===== src/rtl/sum_frame_acc.sv =====
// sum_frame_acc: accumulates FRAME_LEN unsigned sum beats into one wide
// frame total and emits {total, beat count, overflow} as one output beat.
// A flush pulse closes a partial frame early.
//
// Optional feature macro: SUM_FRAME_ACC_SAT_EN
//   defined   -> the accumulator saturates at 2^ACC_W-1 on overflow
//   undefined -> the accumulator wraps modulo 2^ACC_W
// In both builds out_ovf reports that a carry out of ACC_W occurred.
module sum_frame_acc #(
  parameter int DATA_W    = 8,
  parameter int ACC_W     = 16,
  parameter int FRAME_LEN = 4,
  parameter int CNT_W     = $clog2(FRAME_LEN + 1)
) (
  input  logic              clk,
  input  logic              reset,
  input  logic              in_valid,
  input  logic [DATA_W-1:0] in_data,
  output logic              in_ready,
  input  logic              flush,
  output logic              out_valid,
  output logic [ACC_W-1:0]  out_data,
  output logic [CNT_W-1:0]  out_cnt,
  output logic              out_ovf,
  input  logic              out_ready
);

  localparam logic [CNT_W-1:0] FRAME_CNT = CNT_W'(FRAME_LEN);

  typedef enum logic {
    ACCUM = 1'b0,
    HOLD  = 1'b1
  } state_e;

  state_e             state_q, state_d;
  logic [ACC_W-1:0]   acc_q, acc_d;
  logic [CNT_W-1:0]   cnt_q, cnt_d;
  logic               ovf_q, ovf_d;
  logic               out_valid_q, out_valid_d;
  logic [ACC_W-1:0]   out_data_q, out_data_d;
  logic [CNT_W-1:0]   out_cnt_q, out_cnt_d;
  logic               out_ovf_q, out_ovf_d;

  logic               accept;
  logic               frame_close;
  logic               out_take;
  logic [ACC_W:0]     add_res;

  // Add one beat to the running total. Bit ACC_W of the result flags a carry
  // out of the accumulator; the low ACC_W bits are the new accumulator value,
  // either wrapped or clamped at full scale depending on the build.
  function automatic logic [ACC_W:0] acc_add(input logic [ACC_W-1:0]  a,
                                             input logic [DATA_W-1:0] b);
    logic [ACC_W:0] s;
    s = {1'b0, a} + (ACC_W + 1)'(b);
`ifdef SUM_FRAME_ACC_SAT_EN
    if (s[ACC_W]) begin
      s = {1'b1, {ACC_W{1'b1}}};
    end
`endif
    return s;
  endfunction

  assign accept   = in_valid && in_ready;
  assign out_take = out_valid_q && out_ready;

  // State register.
  always_ff @(posedge clk) begin
    if (reset) begin
      state_q <= ACCUM;
    end else begin
      state_q <= state_d;
    end
  end

  // Next-state logic: close a frame into HOLD, leave HOLD on output handshake.
  always_comb begin
    state_d = state_q;
    case (state_q)
      ACCUM:   if (frame_close) state_d = HOLD;
      HOLD:    if (out_take)    state_d = ACCUM;
      default: state_d = ACCUM;
    endcase
  end

  // FSM output: input side is open only while accumulating and out of reset.
  always_comb begin
    in_ready = !reset && (state_q == ACCUM);
  end

  // Accumulator update and frame-close decision, including a beat that
  // arrives in the same cycle as the closing condition.
  always_comb begin
    add_res     = acc_add(acc_q, in_data);
    acc_d       = acc_q;
    cnt_d       = cnt_q;
    ovf_d       = ovf_q;
    if (accept) begin
      acc_d = add_res[ACC_W-1:0];
      cnt_d = cnt_q + CNT_W'(1);
      ovf_d = ovf_q | add_res[ACC_W];
    end

    frame_close = (state_q == ACCUM) &&
                  ((accept && (cnt_d == FRAME_CNT)) ||
                   (flush && ((cnt_q != '0) || accept)));

    out_valid_d = out_valid_q;
    out_data_d  = out_data_q;
    out_cnt_d   = out_cnt_q;
    out_ovf_d   = out_ovf_q;

    if (frame_close) begin
      out_valid_d = 1'b1;
      out_data_d  = acc_d;
      out_cnt_d   = cnt_d;
      out_ovf_d   = ovf_d;
      acc_d       = '0;
      cnt_d       = '0;
      ovf_d       = 1'b0;
    end else if (out_take) begin
      out_valid_d = 1'b0;
    end
  end

  // Frame accumulator and registered output beat; reset discards a partial frame.
  always_ff @(posedge clk) begin
    if (reset) begin
      acc_q       <= '0;
      cnt_q       <= '0;
      ovf_q       <= 1'b0;
      out_valid_q <= 1'b0;
      out_data_q  <= '0;
      out_cnt_q   <= '0;
      out_ovf_q   <= 1'b0;
    end else begin
      acc_q       <= acc_d;
      cnt_q       <= cnt_d;
      ovf_q       <= ovf_d;
      out_valid_q <= out_valid_d;
      out_data_q  <= out_data_d;
      out_cnt_q   <= out_cnt_d;
      out_ovf_q   <= out_ovf_d;
    end
  end

  assign out_valid = out_valid_q;
  assign out_data  = out_data_q;
  assign out_cnt   = out_cnt_q;
  assign out_ovf   = out_ovf_q;

endmodule


===== config.mk =====
export PLATFORM = sky130hd
export DESIGN_NAME = sum_frame_acc
export DESIGN_NICKNAME = d
export VERILOG_FILES = /design/src/rtl/sum_frame_acc.sv
export SDC_FILE = /design/constraint.sdc
export NUM_CORES = 1
export LEC_CHECK = 0
export BUFFER_PORTS_ARGS = -buffer_cell sky130_fd_sc_hd__buf_4
export CORE_ASPECT_RATIO = 1.75
export CORE_MARGIN = 2
export CORE_UTILIZATION = 50
export DETAILED_ROUTE_END_ITERATION = 8
export HOLD_SLACK_MARGIN = 0.15
export PLACE_DENSITY_LB_ADDON = 0.1
export SETUP_SLACK_MARGIN = 0.05
export SKIP_CTS_REPAIR_TIMING = 1
export SYNTH_ARGS = -nofsm -noshare
export SYNTH_HDL_FRONTEND = slang
export SYNTH_SLANG_ARGS = --single-unit

===== constraint.sdc =====
create_clock -name clk -period 5.7 [get_ports clk]
set_input_delay 1.14 -clock clk [delete_from_list [all_inputs] [get_ports clk]]
set_output_delay 1.14 -clock clk [all_outputs]
set_load 0.005 [all_outputs]

==> results of run 1 <==
[cell type report]
cell class / instances / area (sq um) / share of cell area
clock inverter: 1 / 5.00 / 0.00215
inverter: 5 / 18.8 / 0.00807
multi-input combinational: 152 / 1040 / 0.449
tap: 48 / 60.1 / 0.0258
timing repair buffer: 36 / 270 / 0.116
clock buffer: 7 / 86.3 / 0.0371
sequential: 42 / 841 / 0.362
[worst register-to-register path: stages, from the launching register on]
cell and delay [ns]:
dfxtp_1 0.35, inv_1 0.07, ha_1 0.16, or3b_1 0.36, a32oi_1 0.23, nor2_1 0.08, nor2_1 0.61, buf_4 0.32
o2bb2ai_1 0.13
[cells in the final DEF, fill, tap and decap left out, drive strengths merged, types with 4 or more instances in the layout]
cell type,synthesis,layout
nand3,4,4
dfxtp,42,42
a21oi,10,10
o21ai,7,7
ha,10,10
buf,8,36
nor2,25,25
inv,5,5
and3,7,7
xor2,7,7
o2bb2ai,17,17
a21o,4,4
xnor2,8,8
clkbuf,1,7
nand2,12,12
[final timing paths]
path                            slack [ns]  cells after the start                  endpoint                startpoint
worst min-delay path                  0.47                      1  out_data[5]$_SDFFE_PP0P_  out_data[5]$_SDFFE_PP0P_
worst min register to register        0.47                      1  out_data[5]$_SDFFE_PP0P_  out_data[5]$_SDFFE_PP0P_
worst max register to register        3.29                      8      out_ovf$_SDFFE_PP0P_       cnt_q[0]$_SDFF_PP0_
worst max-delay path                  2.82                      4                  in_ready                     reset
[cells in the mapped netlist, types with 4 or more instances]
cell type and n:
dfxtp_1 42, nand3_1 4, nand2_1 12, a21oi_1 10
xnor2_1 8, xor2_1 7, buf_2 6, o21ai_0 7
ha_1 10, and3_1 7, inv_1 5, o2bb2ai_1 17
a21o_1 4, nor2_1 25
[sequential cells by signal, summed over array words and instances (netlist names)]
name       cells
acc_q         16
out_data      16
cnt_q          3
out_cnt        3
out_ovf        1
out_valid      1
ovf_q          1
state_q        1
[kinds of logic after synthesis]
family | synth area share
compound gates | 0.196
xor+xnor | 0.0670
fa+ha+maj | 0.0740
buf+inv | 0.0389
flops | 0.429
mux | 0.0153
simple gates | 0.180
[power by group]
part / internal, uW / switching, uW / leakage, uW
registers: 301 / 5.44 / 0.000340
clock network: 97.8 / 101 / 0.0000482
logic: 34.9 / 47.7 / 0.000634
[layer usage]
metal	up-vias	GRT usage
met3	6	0.0379
met1	775	0.240
li1	812	-
met2	33	0.390
met5	-	0
met4	0	0.103
[stage by stage]
stage          setup slack (ns)  hold WS [ns]  utilization  std cells
2_1_floorplan              2.92         0.424            -        208
3_3_place_gp               2.64         0.442        0.583        283
3_5_place_dp               2.60         0.448        0.583        283
4_1_cts                    2.82         0.471        0.607        291
5_1_grt                    2.63         0.492        0.607        291
6_report                   2.82         0.469        0.607        291
==> out/qor.txt, run 1 <==
Congestion Overflow GR = 0
Synth area leader = dfxtp_1
Synth Instances = 208
GP Congestion = 0.827
fin. max-slew vios = 0
# H-tree levels = 2
sequential area share after synthesis = 0.429
worst-case clock buffer depth = 2
die area = 4460 sq um
first-pass GRT wire length = 7390 um
HP Class = reg -> reg
MaxCap Viol Count = 0
ratio of cells with drive above 1 in the final layout = 0.185
Area growth syn-to-layout = 18.6%
DR vias = 1626
slew margin rel. = 0.435
final setup fails = 0
# DRC = 0
post-synth cell types = 41
syn nets = 232
crit path capture type = primary output
Area after DPL = 2230 sq um
FILL cells = 363
nets = 266
Final min period = 2.88 ns
via/cell ratio = 5.59
Worst Path Required = 4.56 ns
initial antenna violation count = 0
EDFF count, synth = 0
design area = 2320 sq um
pin count of the biggest net entering global routing = 20
Core Footprint = 3830 sq um
Synth Register Bits = 42
most area-consuming cells after synthesis = dfxtp_1 43%, o2bb2ai_1 7.6%, ha_1 6.4%
Initial DRT Pass Iterations = 4
Reg clk slew, reported paths = 0.08 ns
clock skew = 0.00682 ns
Final Hold Vio Count = 0
Pwr Density = 253 nW/um^2
PortBufs = 34
WS Path Type = in -> out
Top Metal Used = met4
syn avg cell area = 9.43 sq um
remaining antenna violation count after routing = 0
crit-path max FO = 9
final period utilization = 0.506
CP peak stage delay = 0.28 ns
Root Buffer = clkbuf_8
DR WL met2 = 2310 um
FFs w/ async S/R, synth = 0
CTS buffer count = 5
DRT met1 WL = 1810 um
crit-path cells = buf_4 -> or2_2 -> inv_1 -> buf_4
Largest delay share family, worst path = buffers and inverters
Die Span Y = 86.8 um
antenna cells = 0
Boundary Pins = 35
total power = 588 uW
critical path arrival = 1.74 ns
clk_lat worst skew = 0.29 ns
Clock Sinks = 42
max frequency = 0.347 GHz
maximum vdd drop = 0.161 mV
Die W = 51.3 um
CP dominant cell by count = buf_4
HPWL Detailed = 3120 um
setup TNS = 0 ns
initial DRC count = 29
Mapped Area = 1960 sq um
met3 wire length = 145 um
RSZ-0062 raised after global routing = no
Yosys top cell area share = 0.429
WP buf/inv = 3
Yosys warning count = 0
CP Launch Type = input pin
DR WL/cell = 14.9 um
status = finished clean
initial core utilization = 0.512
GR Util All Layers = 0.216
critical path's slowest cell = or2_2
Routed WL = 4340 um
row count = 30
CTS tree = built
ys flop type = dfxtp_1
Slew @ Worst Pin = 0.848 ns
vias in the first global route = 1671
Leak = 0.00102 uW
Note: power is estimated with default switching activity, not from simulation.
==> run 2: changes to the inputs <==
- clock period: 5.7 -> 2.7 ns (I/O delays scaled with it)
==> out/qor.txt, run 2 (synthesized netlist as in run 1, its figures left out) <==
first-pass GRT wire length = 7330 um (-0.74%)
CTS buffer count = 5 (unchanged)
Root Buffer = clkbuf_8
DR WL/cell = 15.1 um (+0.87%)
Routed WL = 4410 um (+1.6%)
CTS tree = built
WS Path Type = in -> reg
crit path capture type = flip-flop
Hold WS = 0.467 ns (-0.00161 ns)
clk_lat worst skew = 0.29 ns (about the same)
share of total power in sequential cells = 0.539 (+0.018)
row count = 30 (unchanged)
vias in the first global route = 1670 (-0.060%)
Final Hold Vio Count = 0 (unchanged)
CP Launch Type = input pin
status = finished clean
critical path arrival = 2.39 ns (+0.65 ns)
Final min period = 2.22 ns
max frequency = 0.450 GHz
HP Class = reg -> reg
most frequent cells in the layout = 42 x dfxtp_1, 39 x buf_4, 25 x nor2_1
fin. max-slew vios = 0 (unchanged)
RSZ-0062 raised after global routing = no
area of the multi-input gates = 1040 sq um (unchanged)
Boundary Pins = 35 (unchanged)
logic gate share of total power = 0.150 (+0.010)
Leak = 0.00103 uW (+0.36%)
maximum vdd drop = 0.440 mV (+170%)
clock share of power = 0.311 (-0.027)
GP Congestion = 0.844 (+2.2%)
# H-tree levels = 2 (unchanged)
via/cell ratio = 5.62 (+0.54%)
Initial DRT Pass Iterations = 4 (unchanged)
Die Span Y = 86.8 um (unchanged)
die area = 4460 sq um (unchanged)
FILL cells = 353 (-2.8%)
Worst Path Required = 2.87 ns (-1.69 ns)
setup TNS = 0 ns (unchanged)
HPWL Detailed = 3340 um (+6.8%)
Area after DPL = 2260 sq um (+1.0%)
initial DRC count = 28 (-3.4%)
Pwr Density = 515 nW/um^2 (+100%)
Int Pwr = 891 uW (+110%)
Core Footprint = 3830 sq um (unchanged)
slew margin rel. = 0.539 (+0.104)
# DRC = 0 (unchanged)
remaining antenna violation count after routing = 0 (unchanged)
final period utilization = 0.822
pin count of the biggest net entering global routing = 19 (-5.0%)
nets = 269 (+1.1%)
initial antenna violation count = 0 (unchanged)
Area growth syn-to-layout = 19.0%
total power = 1200 uW (+100%)
Reg clk slew, reported paths = 0.07 ns (about the same)
net switching power = 310 uW (+100%)
DR vias = 1646 (+1.2%)
worst-case clock buffer depth = 2 (unchanged)
antenna cells = 0 (unchanged)
Die W = 51.3 um (unchanged)
Congestion Overflow GR = 0 (unchanged)
MaxCap Viol Count = 0 (unchanged)
ratio of cells with drive above 1 in the final layout = 0.188 (+0.00257)
crit-path max FO = 5 (-4)
PortBufs = 34 (unchanged)
clock skew = 0.00583 ns (-0.000988 ns)
final setup fails = 0 (unchanged)
commonest non-fill, non-tap cell in the layout = dfxtp_1
GR Util All Layers = 0.218 (+0.00152)
Slew @ Worst Pin = 0.691 ns (-0.157 ns)
Clock Sinks = 42 (unchanged)
design area = 2330 sq um (+0.32%)
Sw Share = 0.258 (-0.00423)
Reg area = 841 sq um (unchanged)
initial core utilization = 0.512 (unchanged)
-- run 2: final cells by class --
class,count,share of cell area
Multi-Input combinational cell,152,0.447
Sequential cell,42,0.361
Timing Repair Buffer,39,0.126
Clock buffer,7,0.0327
Tap cell,48,0.0258
Inverter,5,0.00805
-- run 2: final timing paths --
check | start | endpoint | slack (ns) | cells past startpoint
setup / recovery | in_data[0] | out_data[10]$_SDFFE_PP0P_ | 0.48 | 8
hold / removal | out_valid$_SDFFE_PP0P_ | out_valid$_SDFFE_PP0P_ | 0.47 | 2
setup reg to reg | acc_q[0]$_SDFF_PP0_ | out_data[10]$_SDFFE_PP0P_ | 0.54 | 7
hold reg to reg | out_valid$_SDFFE_PP0P_ | out_valid$_SDFFE_PP0P_ | 0.47 | 2
-- run 2: layer usage --
metal	GRT usage	vias to the layer above	part of all wire
li1	-	819	-
met1	0.243	761	0.40
met2	0.371	51	0.52
met3	0.0466	15	0.044
met4	0.132	0	0.031
met5	0	-	0
-- run 2: power groups by stage --
stage	combinational (uW)	sequential, uW	clock, uW
after floorplan	121	660	0
after global placement	173	661	0
after detailed placement	179	662	0
after CTS	180	648	388
after global routing	199	650	411
final	180	648	374
-- run 2: worst max-delay path, stage by stage --
cell and delay (ns):
buf_4 0.11, ha_1 0.21, fa_1 0.43, a211oi_1 0.35, o211ai_1 0.26, nand3_1 0.17, xor2_1 0.23, o2bb2ai_1 0.11
-- run 2: metrics by stage --
| stage | cells | setup slack [ns] | util |
|---|---|---|---|
| floorplan | 208 | 0.572 | - |
| global placement | 286 | 0.249 | 0.589 |
| detailed placement | 286 | 0.234 | 0.589 |
| CTS | 293 | 0.491 | 0.609 |
| global route | 293 | 0.346 | 0.609 |
| finish | 293 | 0.480 | 0.609 |
==> run 3: changes to the inputs <==
- ABC_AREA: default -> 1
- clock period: 2.7 -> 2.1 ns (I/O delays scaled with it)
==> out/qor.txt, run 3 <==
status = finished clean
Reg clk slew, reported paths = 0.08 ns (about the same)
Synth area leader = dfxtp_1
Worst Path Required = 2.29 ns (-0.58 ns)
critical path arrival = 2.03 ns (-0.36 ns)
slew margin rel. = 0.737 (+0.197)
MaxCap Viol Count = 0 (unchanged)
sequential area share after synthesis = 0.361 (-0.0683)
most frequent cells after synthesis = 101 x nand2_1, 42 x dfxtp_1, 36 x nand3_1
syn avg cell area = 7.24 sq um (-23%)
crit path capture type = flip-flop
initial DRC count = 42 (+50%)
HP Class = in -> reg
DRT met1 WL = 2260 um (+28%)
Final Hold Vio Count = 0 (unchanged)
count leader, synth = nand2_1
Congestion Overflow GR = 0 (unchanged)
HPWL Detailed = 3900 um (+17%)
Mapped Area = 2330 sq um (+19%)
RSZ-0062 raised after global routing = no
initial core utilization = 0.525 (+0.0127)
CP peak stage delay = 0.41 ns (-0.02 ns)
Die Span Y = 94.3 um (+8.6%)
# H-tree levels = 2 (unchanged)
crit-path cells = inv_1 -> ha_1 -> nor2_4 -> nand2_2 -> o21ai_4 -> nand2_2 -> nand2_1 -> buf_12 -> a21oi_1
Initial DRT Pass Iterations = 4 (unchanged)
Final min period = 1.84 ns
Area after DPL = 2620 sq um (+16%)
Die W = 55.6 um (+8.4%)
die area = 5250 sq um (+18%)
Hold WS = 0.323 ns (-0.144 ns)
pin count of the biggest net entering global routing = 21 (+2)
fin. max-slew vios = 0 (unchanged)
WP buf/inv = 2 (+1)
Top Metal Used = met4
CTS tree = built
Setup WS post-layout = 0.261 ns (-0.219 ns)
final setup fails = 0 (unchanged)
setup TNS = 0 ns (unchanged)
Routed WL = 5160 um (+17%)
GR Util All Layers = 0.219 (+0.00103)
Root Buffer = clkbuf_8
maximum vdd drop = 0.574 mV (+30%)
initial antenna violation count = 0 (unchanged)
vias in the first global route = 2056 (+23%)
critical path's slowest cell = dfxtp_1
remaining antenna violation count after routing = 0 (unchanged)
Yosys warning count = 0 (unchanged)
Synth Register Bits = 42 (unchanged)
antenna cells = 0 (unchanged)
DR WL met2 = 2510 um (+8.6%)
FILL cells = 423 (+20%)
DR vias = 2104 (+28%)
max frequency = 0.544 GHz
Core Footprint = 4440 sq um (+16%)
Yosys top cell area share = 0.361 (-0.0683)
crit-path max FO = 20 (+15)
pre-CTS setup slack = 0.0374 ns (-0.197 ns)
Largest delay share family, worst path = simple AND/OR/NAND/NOR gates
first-pass GRT wire length = 9010 um (+23%)
row count = 32 (+6.7%)
clk_lat worst skew = 0.30 ns (about the same)
clock skew = 0.00615 ns (+0.000318 ns)
met3 wire length = 147 um (-25%)
CTS buffer count = 5 (unchanged)
final period utilization = 0.875
WS Path Type = reg -> reg
worst-case clock buffer depth = 2 (unchanged)
CP dominant cell by count = nand2_2
PortBufs = 34 (unchanged)
design area = 2710 sq um (+16%)
Synth Instances = 322 (+55%)
DR WL/cell = 12.6 um (-16%)
EDFF count, synth = 0 (unchanged)
commonest non-fill, non-tap cell in the layout = nand2_1
most area-consuming cells after synthesis = dfxtp_1 36%, nand2_1 16%, nand3_1 7.7%
FFs w/ async S/R, synth = 0 (unchanged)
ys flop type = dfxtp_1
syn nets = 346 (+49%)
post-synth cell types = 29 (-29%)
via/cell ratio = 5.14 (-8.4%)
GP Congestion = 0.830 (-1.7%)
CP Launch Type = flip-flop
Boundary Pins = 35 (unchanged)
ratio of cells with drive above 1 in the final layout = 0.198 (+0.0106)
Leak = 0.00132 uW (+29%)
# DRC = 0 (unchanged)
Clock Sinks = 42 (unchanged)
nets = 381 (+42%)
Pwr Density = 660 nW/um^2 (+28%)
Slew @ Worst Pin = 0.392 ns (-0.299 ns)
utilization after layout = 0.610 (about the same)
Area growth syn-to-layout = 16.1%
most frequent cells in the layout = 101 x nand2_1, 42 x dfxtp_1, 36 x nand3_1
run 3: cell count changes after synthesis, sizes merged, moves of 4 or more:
cell,before,now
o21ai,7,12
nand3,4,47
and3,7,0
nand2,12,111
xnor2,8,1
o2bb2ai,17,0
a21o,4,0
nand3b,0,5
inv,5,33
xor2,7,1
a21oi,10,15
run 3: logic make-up after synthesis:
logic type | share of synthesized area
AOI/OAI and AO/OA | 0.0724
adders and majority gates | 0.0622
muxes | 0.00858
xor gates and xnor gates | 0.00751
and+or+nand+nor | 0.391
buffers and inverters | 0.0976
DFF | 0.361
run 3: final timing paths:
| path | start | end | slack [ns] | cells past startpoint |
|---|---|---|---|---|
| max | cnt_q[0]$_SDFF_PP0_ | acc_q[12]$_SDFF_PP0_ | 0.26 | 9 |
| max reg2reg | cnt_q[0]$_SDFF_PP0_ | acc_q[12]$_SDFF_PP0_ | 0.26 | 9 |
| min reg2reg | ovf_q$_SDFF_PP0_ | ovf_q$_SDFF_PP0_ | 0.45 | 2 |
| min | out_ready | out_valid$_SDFFE_PP0P_ | 0.32 | 2 |
run 3: cell type report:
type,count,area [sq um],share of cell area
clock buffer,7,86.3,0.0319
clock inverter,1,5.00,0.00185
tap,51,63.8,0.0236
multi-input combinational,237,1260,0.467
inverter,33,126,0.0467
sequential,42,841,0.310
timing repair buffer,38,323,0.119
run 3: metrics by stage:
| stage | power, uW | std cells |
|---|---|---|
| finish | 1790 | 409 |
| global route | 1890 | 409 |
| CTS | 1810 | 409 |
| detailed placement | 1270 | 401 |
| global placement | 1270 | 401 |
| floorplan | 1170 | 322 |
run 3: where the power goes:
group          internal, uW  total, uW  switching [uW]
clock network           265        533             268
logic                   155        393             238
registers               834        861            26.8
total                  1250       1790             532
run 3: layer usage:
layer | vias up | GRT usage
met5 | - | 0
met4 | 0 | 0.130
met3 | 18 | 0.0397
met2 | 38 | 0.384
met1 | 942 | 0.244
li1 | 1106 | -
